`config.mk`:
```
export PLATFORM = sky130hd
export DESIGN_NAME = step_pulse_ctrl
export DESIGN_NICKNAME = d
export VERILOG_FILES = /design/src/rtl/step_ctrl_pkg.sv /design/src/rtl/btn_debounce.sv /design/src/rtl/step_pulse_ctrl.sv
export SDC_FILE = /design/constraint.sdc
export NUM_CORES = 1
export LEC_CHECK = 0
export ABC_CLOCK_PERIOD_IN_PS = 1990
export CORE_AREA = 2 2 85 87
export DETAILED_ROUTE_END_ITERATION = 8
export DIE_AREA = 0 0 87 89
export PLACE_DENSITY = 0.8
export SYNTH_ARGS = -nofsm -noshare
export SYNTH_HDL_FRONTEND = slang
export SYNTH_SLANG_ARGS = --single-unit
```
`constraint.sdc`:
```
create_clock -name clk -period 1.99 [get_ports clk]
set_input_delay 0.597 -clock clk [delete_from_list [all_inputs] [get_ports clk]]
set_output_delay 0.597 -clock clk [all_outputs]
set_load 0.02 [all_outputs]
```
`src/rtl/step_ctrl_pkg.sv`:
```
// Shared types and constants for the pushbutton step controller.
//   step_state_t : stepping FSM states
//   DIR_UP/DOWN  : UpDown encoding of the downstream up/down counter
//   cnt_width    : register width able to hold 0..n-1 (at least 1 bit)
//   max2         : larger of two integers, for sizing the shared timer
package step_ctrl_pkg;

  typedef enum logic [1:0] {
    IDLE   = 2'd0,
    DELAY  = 2'd1,
    REPEAT = 2'd2,
    LOCK   = 2'd3
  } step_state_t;

  localparam logic DIR_UP   = 1'b0;
  localparam logic DIR_DOWN = 1'b1;

  function automatic int cnt_width(input int n);
    return (n > 1) ? $clog2(n) : 1;
  endfunction

  function automatic int max2(input int a, input int b);
    return (a > b) ? a : b;
  endfunction

endpackage

```
`src/rtl/btn_debounce.sv`:
```
// Synchronizer plus debounce counter for one raw pushbutton.
//   clk   : system clock
//   reset : asynchronous, active-low
//   btn   : raw asynchronous button level
//   level : debounced button level
//   rise  : registered one-cycle strobe, high in the cycle after level goes 0->1
module btn_debounce
  import step_ctrl_pkg::*;
#(
  parameter int DB_CYCLES = 500000
) (
  input  logic clk,
  input  logic reset,
  input  logic btn,
  output logic level,
  output logic rise
);

  localparam int CW = cnt_width(DB_CYCLES);
  localparam logic [CW-1:0] CNT_LAST = CW'(DB_CYCLES - 1);

  logic          sync_a;
  logic          sync_b;
  logic [CW-1:0] cnt;
  logic          differ;
  logic          flip;

  assign differ = sync_b ^ level;
  // The counter has seen DB_CYCLES consecutive differing samples once it sits
  // at its last value and the current sample still differs.
  assign flip   = differ && (cnt == CNT_LAST);

  always_ff @(posedge clk or negedge reset) begin
    if (!reset) begin
      sync_a <= 1'b0;
      sync_b <= 1'b0;
      cnt    <= '0;
      level  <= 1'b0;
      rise   <= 1'b0;
    end else begin
      sync_a <= btn;
      sync_b <= sync_a;
      rise   <= flip && !level;
      if (flip) begin
        level <= ~level;
        cnt   <= '0;
      end else if (differ) begin
        cnt <= cnt + 1'b1;
      end else begin
        cnt <= '0;
      end
    end
  end

endmodule

```
`src/rtl/step_pulse_ctrl.sv`:
```
// Converts two bouncing pushbuttons into enable/UpDown steps for an up/down
// counter, with hold-to-repeat and a lockout while both buttons are pressed.
//   clk      : system clock
//   reset    : asynchronous, active-low
//   btn_up   : raw up button
//   btn_down : raw down button
//   enable   : one-cycle step strobe
//   UpDown   : step direction, 0 = up, 1 = down; changes only with enable
//   locked   : both buttons pressed / waiting for both to be released
//
// state  | meaning
// IDLE   | no button active; waiting for a fresh debounced press
// DELAY  | one button held; counting down to the first auto-repeat
// REPEAT | one button held; stepping every REPEAT_RATE cycles
// LOCK   | both buttons seen; no steps until both are released
module step_pulse_ctrl
  import step_ctrl_pkg::*;
#(
  parameter int DB_CYCLES    = 500000,
  parameter int REPEAT_DELAY = 25000000,
  parameter int REPEAT_RATE  = 10000000
) (
  input  logic clk,
  input  logic reset,
  input  logic btn_up,
  input  logic btn_down,
  output logic enable,
  output logic UpDown,
  output logic locked
);

  localparam int TW = cnt_width(max2(REPEAT_DELAY, REPEAT_RATE));
  localparam logic [TW-1:0] DELAY_LAST = TW'(REPEAT_DELAY - 1);
  localparam logic [TW-1:0] RATE_LAST  = TW'(REPEAT_RATE - 1);

  logic          db_up;
  logic          db_down;
  logic          rise_up;
  logic          rise_down;
  step_state_t   state;
  step_state_t   state_nxt;
  logic [TW-1:0] timer;
  logic [TW-1:0] timer_nxt;
  logic          enable_nxt;
  logic          updown_nxt;
  logic          active_held;
  logic          other_held;

  btn_debounce #(.DB_CYCLES(DB_CYCLES)) u_db_up (
    .clk   (clk),
    .reset (reset),
    .btn   (btn_up),
    .level (db_up),
    .rise  (rise_up)
  );

  btn_debounce #(.DB_CYCLES(DB_CYCLES)) u_db_down (
    .clk   (clk),
    .reset (reset),
    .btn   (btn_down),
    .level (db_down),
    .rise  (rise_down)
  );

  // UpDown remembers which button started the current hold.
  assign active_held = (UpDown == DIR_DOWN) ? db_down : db_up;
  assign other_held  = (UpDown == DIR_DOWN) ? db_up : db_down;

  always_comb begin
    state_nxt  = state;
    timer_nxt  = timer;
    enable_nxt = 1'b0;
    updown_nxt = UpDown;
    case (state)
      IDLE: begin
        timer_nxt = '0;
        if (db_up && db_down) begin
          state_nxt = LOCK;
        end else if (rise_up) begin
          enable_nxt = 1'b1;
          updown_nxt = DIR_UP;
          state_nxt  = DELAY;
        end else if (rise_down) begin
          enable_nxt = 1'b1;
          updown_nxt = DIR_DOWN;
          state_nxt  = DELAY;
        end
      end
      DELAY, REPEAT: begin
        // Exits outrank a due repeat pulse, so a step never coincides with lock/release.
        if (other_held) begin
          timer_nxt = '0;
          state_nxt = LOCK;
        end else if (!active_held) begin
          timer_nxt = '0;
          state_nxt = IDLE;
        end else if (timer == ((state == DELAY) ? DELAY_LAST : RATE_LAST)) begin
          timer_nxt  = '0;
          enable_nxt = 1'b1;
          state_nxt  = REPEAT;
        end else begin
          timer_nxt = timer + 1'b1;
        end
      end
      LOCK: begin
        timer_nxt = '0;
        if (!db_up && !db_down) begin
          state_nxt = IDLE;
        end
      end
      default: begin
        timer_nxt = '0;
        state_nxt = IDLE;
      end
    endcase
  end

  always_ff @(posedge clk or negedge reset) begin
    if (!reset) begin
      state  <= IDLE;
      timer  <= '0;
      enable <= 1'b0;
      UpDown <= DIR_UP;
      locked <= 1'b0;
    end else begin
      state  <= state_nxt;
      timer  <= timer_nxt;
      enable <= enable_nxt;
      UpDown <= updown_nxt;
      locked <= (state_nxt == LOCK);
    end
  end

endmodule

```
==> impl_results.md, run 1 <==
* Status: complete, no violations
* Worst-margin pin slew at 0.500 ns
* Clock Sinks at 76
* Pin count of the biggest net entering global routing at 77
* CP max-delay cell: or4bb_1
* Crit Path Class: register to register
* CTS tree: built
* Max incr delay on CP at 0.41 ns
* Max-slew headroom at around two thirds
* DR pass1 iterations at 5
* Die area at 0.00774 mm^2
* Final net count at 412
* DRT Wirelength at 6.44 mm
* I/O Buffers at 6
* H-tree lvl count at 3
* GRT Util Overall at 19.6%
* Logic pwr share at 2.8%
* Worst path cell trace: inv_2 -> ha_2 -> or4bb_1 -> nor4_2 -> o221ai_2 -> a22o_1 -> and2_1
* Fill cell instance count of the final layout at 553
* Final instance area at 0.00414 mm^2
* Register area at 0.00190 mm^2
* R2r endpoint: locked$_DFF_PN0_
* Clock-pin slew on the worst setup and hold paths at 0.07 ns
* Reg power frac at 58.5%
* Syn Area/Cell at 9.81 um^2
* YS warnings at 0
* Post-Place Cells at 470
* Die height at 89 um
* Clock Latency Late Sink at roughly 0.35 ns
* Worst setup EP type: register
* Power Internal at 2.09 mW
* Vias in the first global route at 2654
* Setup TNS Final at 0 ns
* DR WL/cell at 13.2 um
* Final GP Congestion at 0.855
* Worst-path fanout max at 4
* Critical Path RT at 2.23 ns
* # rows at 30
* Unrepaired setup endpoints after global routing: no
* Initial DRC count at 100
* Post-route core utilization at 61.7%
* Flop-to-flop setup slack at roughly 0.082 ns
* Layout cells sized above 1 at 9.36%
* Synth async-reset ratio at 100%
* Multi-input gate area at 0.00172 mm^2
* Ranking of synthesized cells by area: dfrtp_1 (51%), nor2_1 (8.2%), xor2_1 (8.0%)
* Starting Density at about 55%
* Initial antenna violation count at 0
* Top-count cell post-synth: nor2_1
* Yosys cell types at 39
* Leakage at 1.81 nW
* # diodes at 0
* Hold Path Class: primary input to async pin
* Syn Inst Count at between 300 and 400
* Power share of the clock group at 38.7%
* Worst Path Buf+Inv at 1
* Max-slew violations at 0
* Tmin final at 1.91 ns
* Ports at 7
* Most area-hungry cell type in the Yosys netlist: dfrtp_1
* Max Buffers Root-to-Sink at 2
* Switching Fraction at 22.0%
* Post-route ant nets at 0
* RR Startpoint: state[1]$_DFF_PN0_
* Sequential area share after synthesis at 51.3%
* Residual DRC count at 0
* Post-synth top cells: nor2_1 (81), dfrtp_1 (76), xor2_1 (34), nand2_1 (30), xnor2_1 (24)
* Cell Area, Placed at 0.00396 mm^2
* Global-route wire length before repair at about 12 mm
* Fin crit share at 95.9%
* Worst Reg-to-Reg Cells at 7
* Peak VDD IR at 0.000483 V
* Via Count at 2653
* Pwr Total at 2.68 mW
* Setup Viol. Count Final at 0
* Area fraction of the dominant cell type after synthesis at 51.3%
* Fmax at 524 MHz
* PD cells at 647 mW/mm^2
* Mapped Nets at ~390
* Clock Skew at 0.00756 ns
* Area growth syn-to-layout at 11.8%
* Synth Register Bits at 76
* Final Hold Fails at 0
* Grt ovf at 0
* CTS buffer count at 9
* Number of max-cap violations at 0
* EDFF count, synth at 0
* NetSw at approximately 0.59 mW
* DP HPWL at 4.34 mm
* Synthesized cell area at 0.00371 mm^2
* Via density at 5.46
* Crit start category: register
* Fin cells at 486
* Top delay family on crit path: simple AND/OR/NAND/NOR gates
* CP Data Arrival Time at 2.15 ns
* Top FF cell, synth: dfrtp_1
* CTS root buf: clkbuf_8
* Area of the core at 0.00672 mm^2
* Die width at around 87 um
[power groups by stage]
stage	Combinational, mW	Sequential (mW)	Clock [mW]
2_1_floorplan	0.0298	1.60	0
3_3_place_gp	0.0767	1.60	0
3_5_place_dp	0.0770	1.60	0
4_1_cts	0.0777	1.57	1.08
5_1_grt	0.0891	1.57	1.15
6_report	0.0744	1.57	1.04
[sequential cells by signal, indices dropped and copies added, names as in the netlist]
name	count
u_db_down.sync_b	1
UpDown	1
u_db_down.rise	1
u_db_down.cnt	19
state	2
u_db_up.sync_a	1
enable	1
u_db_up.rise	1
u_db_up.cnt	19
locked	1
u_db_down.level	1
u_db_up.level	1
u_db_down.sync_a	1
u_db_up.sync_b	1
timer	25
[cell usage in the layout, fill, tap and decap left out, types with 2 or more instances in the layout]
cell type	netlist	layout
nor2_1	81	81
dfrtp_1	76	76
xor2_1	34	34
nand2_1	30	30
xnor2_1	24	24
nand3_1	21	21
and3_1	14	14
buf_4	1	14
nand4_1	13	13
clkbuf_8	0	11
nor3_1	10	10
inv_1	11	10
and4_1	7	7
a21oi_1	7	7
o21ai_0	6	6
ha_1	6	5
clkdlybuf4s50_1	0	4
nor4b_1	3	3
buf_12	0	3
or3_1	2	2
nand2b_1	2	2
nor4_2	3	2
and2_1	2	2
nor3b_1	2	2
clkbuf_1	2	2
clkinv_2	0	2
[metal layers]
metal | part of all wire, % | global-route usage, %
met1 | 47 | 24.3
met2 | 48 | 31.4
met3 | 3.3 | 5.63
met4 | 2.1 | 9.94
met5 | 0 | 0
[timing repair]
item,in CTS,in global routing
endpoints found under the setup margin,1,26
resized for setup,1,3
hold buffers,0,0
setup buffers,0,1
pin swaps,0,4
gates cloned,0,0
[layout make-up]
class | count | area share (%)
flip-flops and latches | 76 | 45.9
multi-input cells | 282 | 41.5
repair buffers | 22 | 5.16
clock buffers | 13 | 3.83
well taps | 80 | 2.42
inverters | 11 | 0.996
clock inverters | 2 | 0.242
[cell families (layout without fill, tap and decap cells)]
logic type      Yosys count  count (layout)  synth area share [%]
compound gates           18              18                  3.07
xor+xnor                 58              58                  13.7
fa+ha+maj                 6               6                  2.02
buf+inv                  20              48                  2.67
flops                    76              76                  51.3
mux                       2               2                 0.574
simple gates            198             198                  26.7
[how the worst max path moves through the flow]
stage / endpoint / from / slack [ns] / cells past startpoint
finish: locked$_DFF_PN0_ / state[1]$_DFF_PN0_ / 0.08 / 7
CTS: timer[10]$_DFF_PN0_ / timer[7]$_DFF_PN0_ / 0.01 / 6
global placement: locked$_DFF_PN0_ / timer[7]$_DFF_PN0_ / 0.07 / 5
global route: locked$_DFF_PN0_ / state[1]$_DFF_PN0_ / 0.002 / 7
detailed placement: timer[7]$_DFF_PN0_ / timer[7]$_DFF_PN0_ / 0.04 / 6
floorplan: timer[19]$_DFF_PN0_ / state[1]$_DFF_PN0_ / 0.05 / 9
[stage by stage]
| stage | setup WS [ns] | hold slack, ns |
|---|---|---|
| final | 0.0816 | 0.248 |
| after global routing | 0.00240 | 0.277 |
| after CTS | 0.00952 | 0.260 |
| after detailed placement | 0.0369 | 0.342 |
| after global placement | 0.0738 | 0.333 |
| after floorplan | 0.0518 | 0.301 |
Power figures use the tool's default switching activity.
==> inputs of run 2 (changes only) <==
--- a/config.mk
+++ b/config.mk
@@ -6,10 +6,11 @@
 export NUM_CORES = 1
 export LEC_CHECK = 0
 export ABC_CLOCK_PERIOD_IN_PS = 1990
-export CORE_AREA = 2 2 85 87
+export CORE_AREA = 2 2 87 89
 export DETAILED_ROUTE_END_ITERATION = 8
-export DIE_AREA = 0 0 87 89
+export DIE_AREA = 0 0 89 91
 export PLACE_DENSITY = 0.8
 export SYNTH_ARGS = -nofsm -noshare
 export SYNTH_HDL_FRONTEND = slang
+export SYNTH_HIERARCHICAL = 1
 export SYNTH_SLANG_ARGS = --single-unit
==> run 2 against run 1 <==
Non-clock buffer count grew 10. Combinational power grew 23%. Critical path depth grew 2. Sequential power is essentially flat. Via count grew 11%. Worst hold slack lost 0.16 ns. Critical path type unchanged. Sequential share of layout area shrank 3.1 points. The run now ends with setup timing left. Clock power grew 13%.
==> impl_results.md, run 2 <==
* Final GP Congestion at 0.859 (+0.50%)
* # diodes at 0 (unchanged)
* Most area-hungry cell type in the Yosys netlist: dfrtp_1
* Worst path cell trace: inv_2 -> ha_4 -> nand4bb_1 -> nor4_2 -> a31oi_2 -> nor4b_4 -> buf_4 -> o22ai_1 -> nor3b_1
* Post-route ant nets at 0 (unchanged)
* CTS tree: built
* Leakage at 1.81 nW (+0.15%)
* Most frequent cells in the layout: dfrtp_1 (76), nor2_1 (64), xor2_1 (28)
* Sequential area share after synthesis at 48.8% (-2.5 points)
* Ranking of synthesized cells by area: dfrtp_1 (49%), nor2_1 (6.9%), xor2_1 (6.3%)
* Synthesized cell area at 0.00390 mm^2 (+5.2%)
* EDFF count, synth at 0 (unchanged)
* Most common cell after layout, fill and taps aside: dfrtp_1
* NetSw at 0.614 mW (+4.2%)
* Setup Viol. Count Final at 21 (+21)
* Peak VDD IR at 0.000468 V (-3.1%)
* Critical Path RT at 2.22 ns (about the same)
* Worst Path Buf+Inv at 2 (+1)
* Area growth syn-to-layout at 13.9%
* Synth Register Bits at 76 (unchanged)
* Area fraction of the dominant cell type after synthesis at 48.8% (-2.5 points)
* Met2 Resource Use GR at 32.2% (+0.72 points)
* Clock Latency Late Sink at 0.35 ns (about the same)
* Syn Inst Count at 393 (+4.0%)
* Hold Path Class: primary input to async pin
* Pin count of the biggest net entering global routing at 44 (-43%)
* Residual DRC count at 0 (unchanged)
* Layout cells sized above 1 at 16.5% (+7.1 points)
* PnR worst setup slack at -0.0430 ns (-0.125 ns)
* Post-synth top cells: dfrtp_1 (76), nor2_1 (72), xor2_1 (28), nand2_1 (26)
* Unrepaired setup endpoints after global routing: yes
* Power Internal at 2.22 mW (+6.2%)
* Reg power frac at 55.4% (-3.1 points)
* DP HPWL at 5.18 mm (+19%)
* PD cells at 639 mW/mm^2 (-1.3%)
* Failing checks: setup timing
* Max-slew violations at 0 (unchanged)
* CTS buffer count at 9 (unchanged)
* Power share of the clock group at 41.4% (+2.7 points)
* Post-Place Cells at 506 (+7.7%)
* CP max-delay cell: dfrtp_1
* Top Registers: timer (25), u_db_down/cnt (19), u_db_up/cnt (19)
* Pre-CTS WS at 0.0282 ns (-0.00870 ns)
* Critical Path Start: state[1]$_DFF_PN0_
* Global-route wire length before repair at 13.0 mm (+11%)
* GR Util met3 at 3.73% (-1.9 points)
* Busiest grt layer: met2
* Max-slew headroom at 62.0% (-4.3 points)
* Mapped Nets at 403 (+3.9%)
* Final Hold Fails at 0 (unchanged)
* Tmin final at 2.03 ns (+0.125 ns)
* Number of max-cap violations at 0 (unchanged)
* Area of the core at 0.00714 mm^2 (+6.2%)
* Fin crit share at 102% (+6.3 points)
* Syn Area/Cell at 9.92 um^2 (+1.1%)
* # rows at 31 (+3.3%)
* DR WL/cell at 14.8 um (+11%)
* Largest register FFs at 25 (unchanged)
* Max Buffers Root-to-Sink at 2 (unchanged)
* Worst setup EP type: register
* GRT Util Overall at 20.5% (+0.87 points)
* Switching Fraction at 21.6% (-0.33 points)
* DR pass1 iterations at 4 (-1)
* Clock Skew at 0.00632 ns (-0.00124 ns)
* RR Startpoint: state[1]$_DFF_PN0_
* Top reg by flops: timer
* GR Util met1 at 26.3% (+1.9 points)
* CTS root buf: clkbuf_8
* Ports at 7 (unchanged)
* Die area at 0.00810 mm^2 (+4.6%)
* H-tree lvl count at 3 (unchanged)
* Yosys cell types at 46 (+18%)
* Via Count at 2941 (+11%)
* Vias in the first global route at 2963 (+12%)
* Fmax at 492 MHz (-6.1%)
* Top FF cell, synth: dfrtp_1
* Clock-pin slew on the worst setup and hold paths at 0.08 ns (about the same)
* DRT Wirelength at 7.73 mm (+20%)
* Final net count at 432 (+4.9%)
* Top delay family on crit path: simple AND/OR/NAND/NOR gates
* Starting Density at 54.6% (-0.55 points)
* Initial DRC count at 149 (+49%)
* Via density at 5.61 (+2.8%)
* Clock Sinks at 76 (unchanged)
* Initial antenna violation count at 0 (unchanged)
* Die width at 89 um (+2.3%)
* YS warnings at 6 (+6)
* Status: finished with violations
* Final instance area at 0.00444 mm^2 (+7.2%)
* Die height at 91 um (+2.2%)
* Crit Path Class: register to register
* Grt ovf at 0 (unchanged)
* Worst-path fanout max at 4 (unchanged)
* CP Data Arrival Time at 2.26 ns (+0.11 ns)
* I/O Buffers at 6 (unchanged)
* Cell Area, Placed at 0.00415 mm^2 (+4.7%)
* Worst-margin pin slew at 0.562 ns (+0.0611 ns)
* Logic pwr share at 3.2% (+0.4 points)
* Max incr delay on CP at 0.39 ns (-0.02 ns)
* Top-count cell post-synth: dfrtp_1
* Synth async-reset ratio at 100% (unchanged)
* Fin cells at 524 (+7.8%)
* Crit start category: register
-- run 2: changes by cell type after synthesis, sizes merged, moves of 4 or more --
| cell | previous run | this run |
|---|---|---|
| and3 | 14 | 10 |
| nor3 | 10 | 14 |
| nor4b | 3 | 8 |
| xor2 | 34 | 28 |
| nand4 | 13 | 20 |
| nor4 | 4 | 8 |
| nand3 | 21 | 25 |
| clkbuf | 2 | 6 |
| nand2 | 30 | 26 |
| nor2 | 81 | 72 |
-- run 2: final timing paths --
kind | to | slack, ns | cells after the start
max reg2reg | locked$_DFF_PN0_ | -0.04 | 9
min in group clk | u_db_up/sync_b$_DFF_PN0_ | 0.35 | 0
min | timer[1]$_DFF_PN0_ | 0.08 | 1
max in group asynchronous | u_db_down/cnt[5]$_DFF_PN0_ | 1.39 | 2
min reg2reg | u_db_up/sync_b$_DFF_PN0_ | 0.35 | 0
max | locked$_DFF_PN0_ | -0.04 | 9
-- run 2: power groups by stage --
stage / combinational (mW) / clock, mW / sequential, mW
after floorplan: 0.0381 / 0 / 1.60
after global placement: 0.0912 / 0 / 1.60
after detailed placement: 0.0944 / 0 / 1.60
after CTS: 0.0951 / 1.19 / 1.57
after global routing: 0.105 / 1.27 / 1.57
final: 0.0915 / 1.17 / 1.57
-- run 2: cell type report --
| cell class | count | area, um^2 |
|---|---|---|
| fill | 608 | 2700 |
| multi-input combinational | 292 | 1910 |
| tap | 99 | 124 |
| clock inverter | 2 | 35.0 |
| inverter | 11 | 41.3 |
| sequential | 76 | 1900 |
| clock buffer | 12 | 155 |
| timing repair buffer | 32 | 275 |
-- run 2: cells by family (layout without fill, tap and decap cells) --
group	after synthesis	count (layout)	synth area share, %
and+or+nand+nor	205	205	28.4
muxes	3	3	0.866
DFF	76	76	48.8
buffers and inverters	25	57	3.95
xor gates and xnor gates	53	53	11.9
adders and majority gates	6	6	1.93
AOI/OAI and AO/OA	25	25	4.14
-- run 2: metrics by stage --
| stage | power, mW | TNS, ns | hold WS [ns] | utilization [%] |
|---|---|---|---|---|
| 2_1_floorplan | 1.64 | 0 | 0.301 | - |
| 3_3_place_gp | 1.69 | 0 | 0.335 | 58.1 |
| 3_5_place_dp | 1.70 | 0 | 0.338 | 58.1 |
| 4_1_cts | 2.86 | 0 | 0.0804 | 61.0 |
| 5_1_grt | 2.95 | -3.13 | 0.0853 | 62.2 |
| 6_report | 2.84 | -0.400 | 0.0835 | 62.2 |
-- run 2: repair_timing --
| item | 4_1_cts | 5_1_grt |
|---|---|---|
| pin swaps | 1 | 7 |
| cloned | 0 | 1 |
| setup endpoints to repair | 27 | 28 |
| hold buffers | 0 | 0 |
| setup buffers | 0 | 3 |
| gates resized for setup | 4 | 18 |
-- run 2: metal layers --
| layer | part of all wire (%) | vias up |
|---|---|---|
| met3 | 2.6 | 16 |
| met2 | 50 | 53 |
| met1 | 45 | 1454 |
| met4 | 2.8 | 0 |
| li1 | - | 1418 |
| met5 | 0 | - |
==> inputs of run 3 (changes only) <==
--- a/config.mk
+++ b/config.mk
@@ -5,11 +5,13 @@
 export SDC_FILE = /design/constraint.sdc
 export NUM_CORES = 1
 export LEC_CHECK = 0
-export ABC_CLOCK_PERIOD_IN_PS = 1990
-export CORE_AREA = 2 2 87 89
+export ABC_CLOCK_PERIOD_IN_PS = 2050
+export CORE_AREA = 2 2 84 86
 export DETAILED_ROUTE_END_ITERATION = 8
-export DIE_AREA = 0 0 89 91
-export PLACE_DENSITY = 0.8
+export DIE_AREA = 0 0 86 88
+export GPL_TIMING_DRIVEN = 0
+export MAX_ROUTING_LAYER = met4
+export PLACE_DENSITY = 0.82
 export SYNTH_ARGS = -nofsm -noshare
 export SYNTH_HDL_FRONTEND = slang
 export SYNTH_HIERARCHICAL = 1
==> constraint.sdc (replaced) <==
create_clock -name clk -period 2.05 [get_ports clk]
set_input_delay 0.615 -clock clk [delete_from_list [all_inputs] [get_ports clk]]
set_output_delay 0.615 -clock clk [all_outputs]
set_load 0.02 [all_outputs]
==> run 3 against run 2 <==
The run still ends with setup timing left. Final cell count shrank 2.7%. Clock power increased by 7%. Register-to-register slack worse by 0.04 ns. Count of clock-buffer cells in the layout unchanged. Sequential cell count stayed put. Maximum frequency shrank 4.9%. Critical path type unchanged. Largest cell class unchanged.
==> impl_results.md, run 3 (synthesized netlist as in run 2, its figures left out) <==
* Clock Sinks at 76 (unchanged)
* Grt ovf at 0 (unchanged)
* Initial DRC count at 209 (+40%)
* Most common cell after layout, fill and taps aside: dfrtp_1
* Worst setup EP type: register
* Setup Viol. Count Final at 26 (+24%)
* Final GP Congestion at 0.830 (-3.4%)
* Area growth syn-to-layout at 18.7%
* Via density at 5.89 (+4.9%)
* Starting Density at 58.7% (+4.1 points)
* Peak VDD IR at 0.000434 V (-7.4%)
* Reg power frac at 53.3% (-2.1 points)
* Global-route wire length before repair at 13.0 mm (+0.16%)
* H-tree lvl count at 3 (unchanged)
* Critical Path RT at 2.29 ns (+0.07 ns)
* Top reg by flops: timer
* NetSw at 0.599 mW (-2.4%)
* CTS tree: built
* Post-route core utilization at 69.7% (+7.4 points)
* Clock Latency Late Sink at 0.34 ns (about the same)
* Ports at 7 (unchanged)
* Top Registers: timer (25), u_db_down/cnt (19), u_db_up/cnt (19)
* Power Internal at 2.26 mW (+1.8%)
* Clock-pin slew on the worst setup and hold paths at 0.08 ns (about the same)
* Hold Path Class: primary input to async pin
* Via Count at 3002 (+2.1%)
* Number of max-cap violations at 0 (unchanged)
* Hold_ws at 0.0893 ns (+0.00581 ns)
* Fill cell instance count of the final layout at 467 (-23%)
* Vias in the first global route at 2890 (-2.5%)
* Area of the core at 0.00664 mm^2 (-6.9%)
* DR pass1 iterations at 5 (+1)
* CP Data Arrival Time at 2.37 ns (+0.11 ns)
* PnR worst setup slack at -0.0868 ns (-0.0438 ns)
* Failing checks: setup timing
* Worst Reg-to-Reg Cells at 10 (+1)
* CTS buffer count at 9 (unchanged)
* Multi-input gate area at 0.00203 mm^2 (+6.1%)
* Status: finished with violations
* Worst-margin pin slew at 0.551 ns (-0.0107 ns)
* Die height at 88 um (-3.3%)
* # diodes at 0 (unchanged)
* Residual DRC count at 0 (unchanged)
* Tmin final at 2.14 ns (+0.104 ns)
* Power share of the clock group at 43.5% (+2.1 points)
* Register area at 0.00190 mm^2 (about the same)
* Die area at 0.00757 mm^2 (-6.6%)
* Leakage at 1.87 nW (+2.8%)
* Most frequent cells in the layout: dfrtp_1 (75), nor2_1 (53), xor2_1 (28)
* Initial antenna violation count at 0 (unchanged)
* Largest register FFs at 25 (unchanged)
* DP HPWL at 4.98 mm (-4.0%)
* Fin crit share at 104% (+2.1 points)
* Unrepaired setup endpoints after global routing: yes
* GRT Util Overall at 22.6% (+2.1 points)
* Post-Place Cells at 480 (-5.1%)
* Final net count at 435 (+0.69%)
* I/O Buffers at 6 (unchanged)
* Setup TNS Final at -1.78 ns (-1.38 ns)
* DR WL/cell at 15.9 um (+7.9%)
* DRT Wirelength at 8.12 mm (+5.0%)
* Pin count of the biggest net entering global routing at 70 (+59%)
* Crit Path Class: register to register
* Max-slew violations at 0 (unchanged)
* PD cells at 619 mW/mm^2 (-3.2%)
* CTS root buf: clkbuf_8
* Logic pwr share at 3.2% (about the same)
* Max Buffers Root-to-Sink at 2 (unchanged)
* Worst-path fanout max at 6 (+2)
* Hold Buf Count CTS at 0 (unchanged)
* Die width at 86 um (-3.4%)
* Fmax at 468 MHz (-4.9%)
* Fin cells at 510 (-2.7%)
* Clock Skew at 0.0107 ns (+0.00440 ns)
* Layout cells sized above 1 at 21.6% (+5.2 points)
* Pre-CTS WS at -0.232 ns (-0.260 ns)
* Crit start category: register
* Final Hold Fails at 0 (unchanged)
* Max-slew headroom at 63.0% (+0.94 points)
* # rows at 30 (-3.2%)
* Switching Fraction at 20.9% (-0.72 points)
* Post-route ant nets at 0 (unchanged)
## run 3: cell count changes in the layout (fill, tap and decap cells not counted), sizes merged
cell / previous run / this run
clkinvlp: 0 / 1
bufinv: 1 / 2
clkbuf: 12 / 20
buf: 27 / 22
## run 3: timing repair
item,in CTS,in global routing
buffers inserted,2,10
pin swaps,3,10
gates cloned,0,2
resized for setup,6,42
setup endpoints to repair,27,50
## run 3: stage by stage
stage / instance area, um^2 / power [mW]
floorplan: 3900 / 1.59
global placement: 4060 / 1.63
detailed placement: 4080 / 1.64
CTS: 4340 / 2.89
global route: 4630 / 2.98
finish: 4630 / 2.86
## run 3: layout make-up
type / instances / area share (%)
plain buffers: 14 / 2.51
clock buffers: 12 / 3.14
clock inverters: 4 / 1.57
inverters: 11 / 0.892
multi-input cells: 292 / 43.8
flip-flops and latches: 76 / 41.1
well taps: 80 / 2.16
repair buffers: 21 / 4.84
## run 3: layer usage
layer	track usage (%)	part of all wire, %
met5	-	0
met4	11.4	1.7
met1	27.3	43
met3	3.49	3.6
met2	37.0	52
## run 3: critical path, stage by stage (launching register included)
cell and delay (ns):
dfrtp_1 0.40, inv_2 0.09, ha_4 0.17, nand4bb_1 0.14
nor4_2 0.27, a31oi_2 0.11, nor4b_4 0.33, nand2b_4 0.19
buf_8 0.13, clkbuf_16 0.16, nor2_1 0.05
## run 3: final timing paths
check	from	to	slack, ns
max	state[1]$_DFF_PN0_	timer[1]$_DFF_PN0_	-0.09
min reg2reg	u_db_up/sync_a$_DFF_PN0_	u_db_up/sync_b$_DFF_PN0_	0.35
min	reset	timer[9]$_DFF_PN0_	0.09
min in group clk	u_db_up/sync_a$_DFF_PN0_	u_db_up/sync_b$_DFF_PN0_	0.35
max reg2reg	state[1]$_DFF_PN0_	timer[1]$_DFF_PN0_	-0.09
max in group asynchronous	reset	timer[20]$_DFF_PN0_	1.39
## run 3: power by group through the flow
stage / sequential (mW) / clock (mW) / combinational [mW]
4_1_cts: 1.52 / 1.28 / 0.0892
3_3_place_gp: 1.55 / 0 / 0.0804
6_report: 1.52 / 1.25 / 0.0928
2_1_floorplan: 1.55 / 0 / 0.0370
3_5_place_dp: 1.55 / 0 / 0.0884
5_1_grt: 1.53 / 1.35 / 0.106
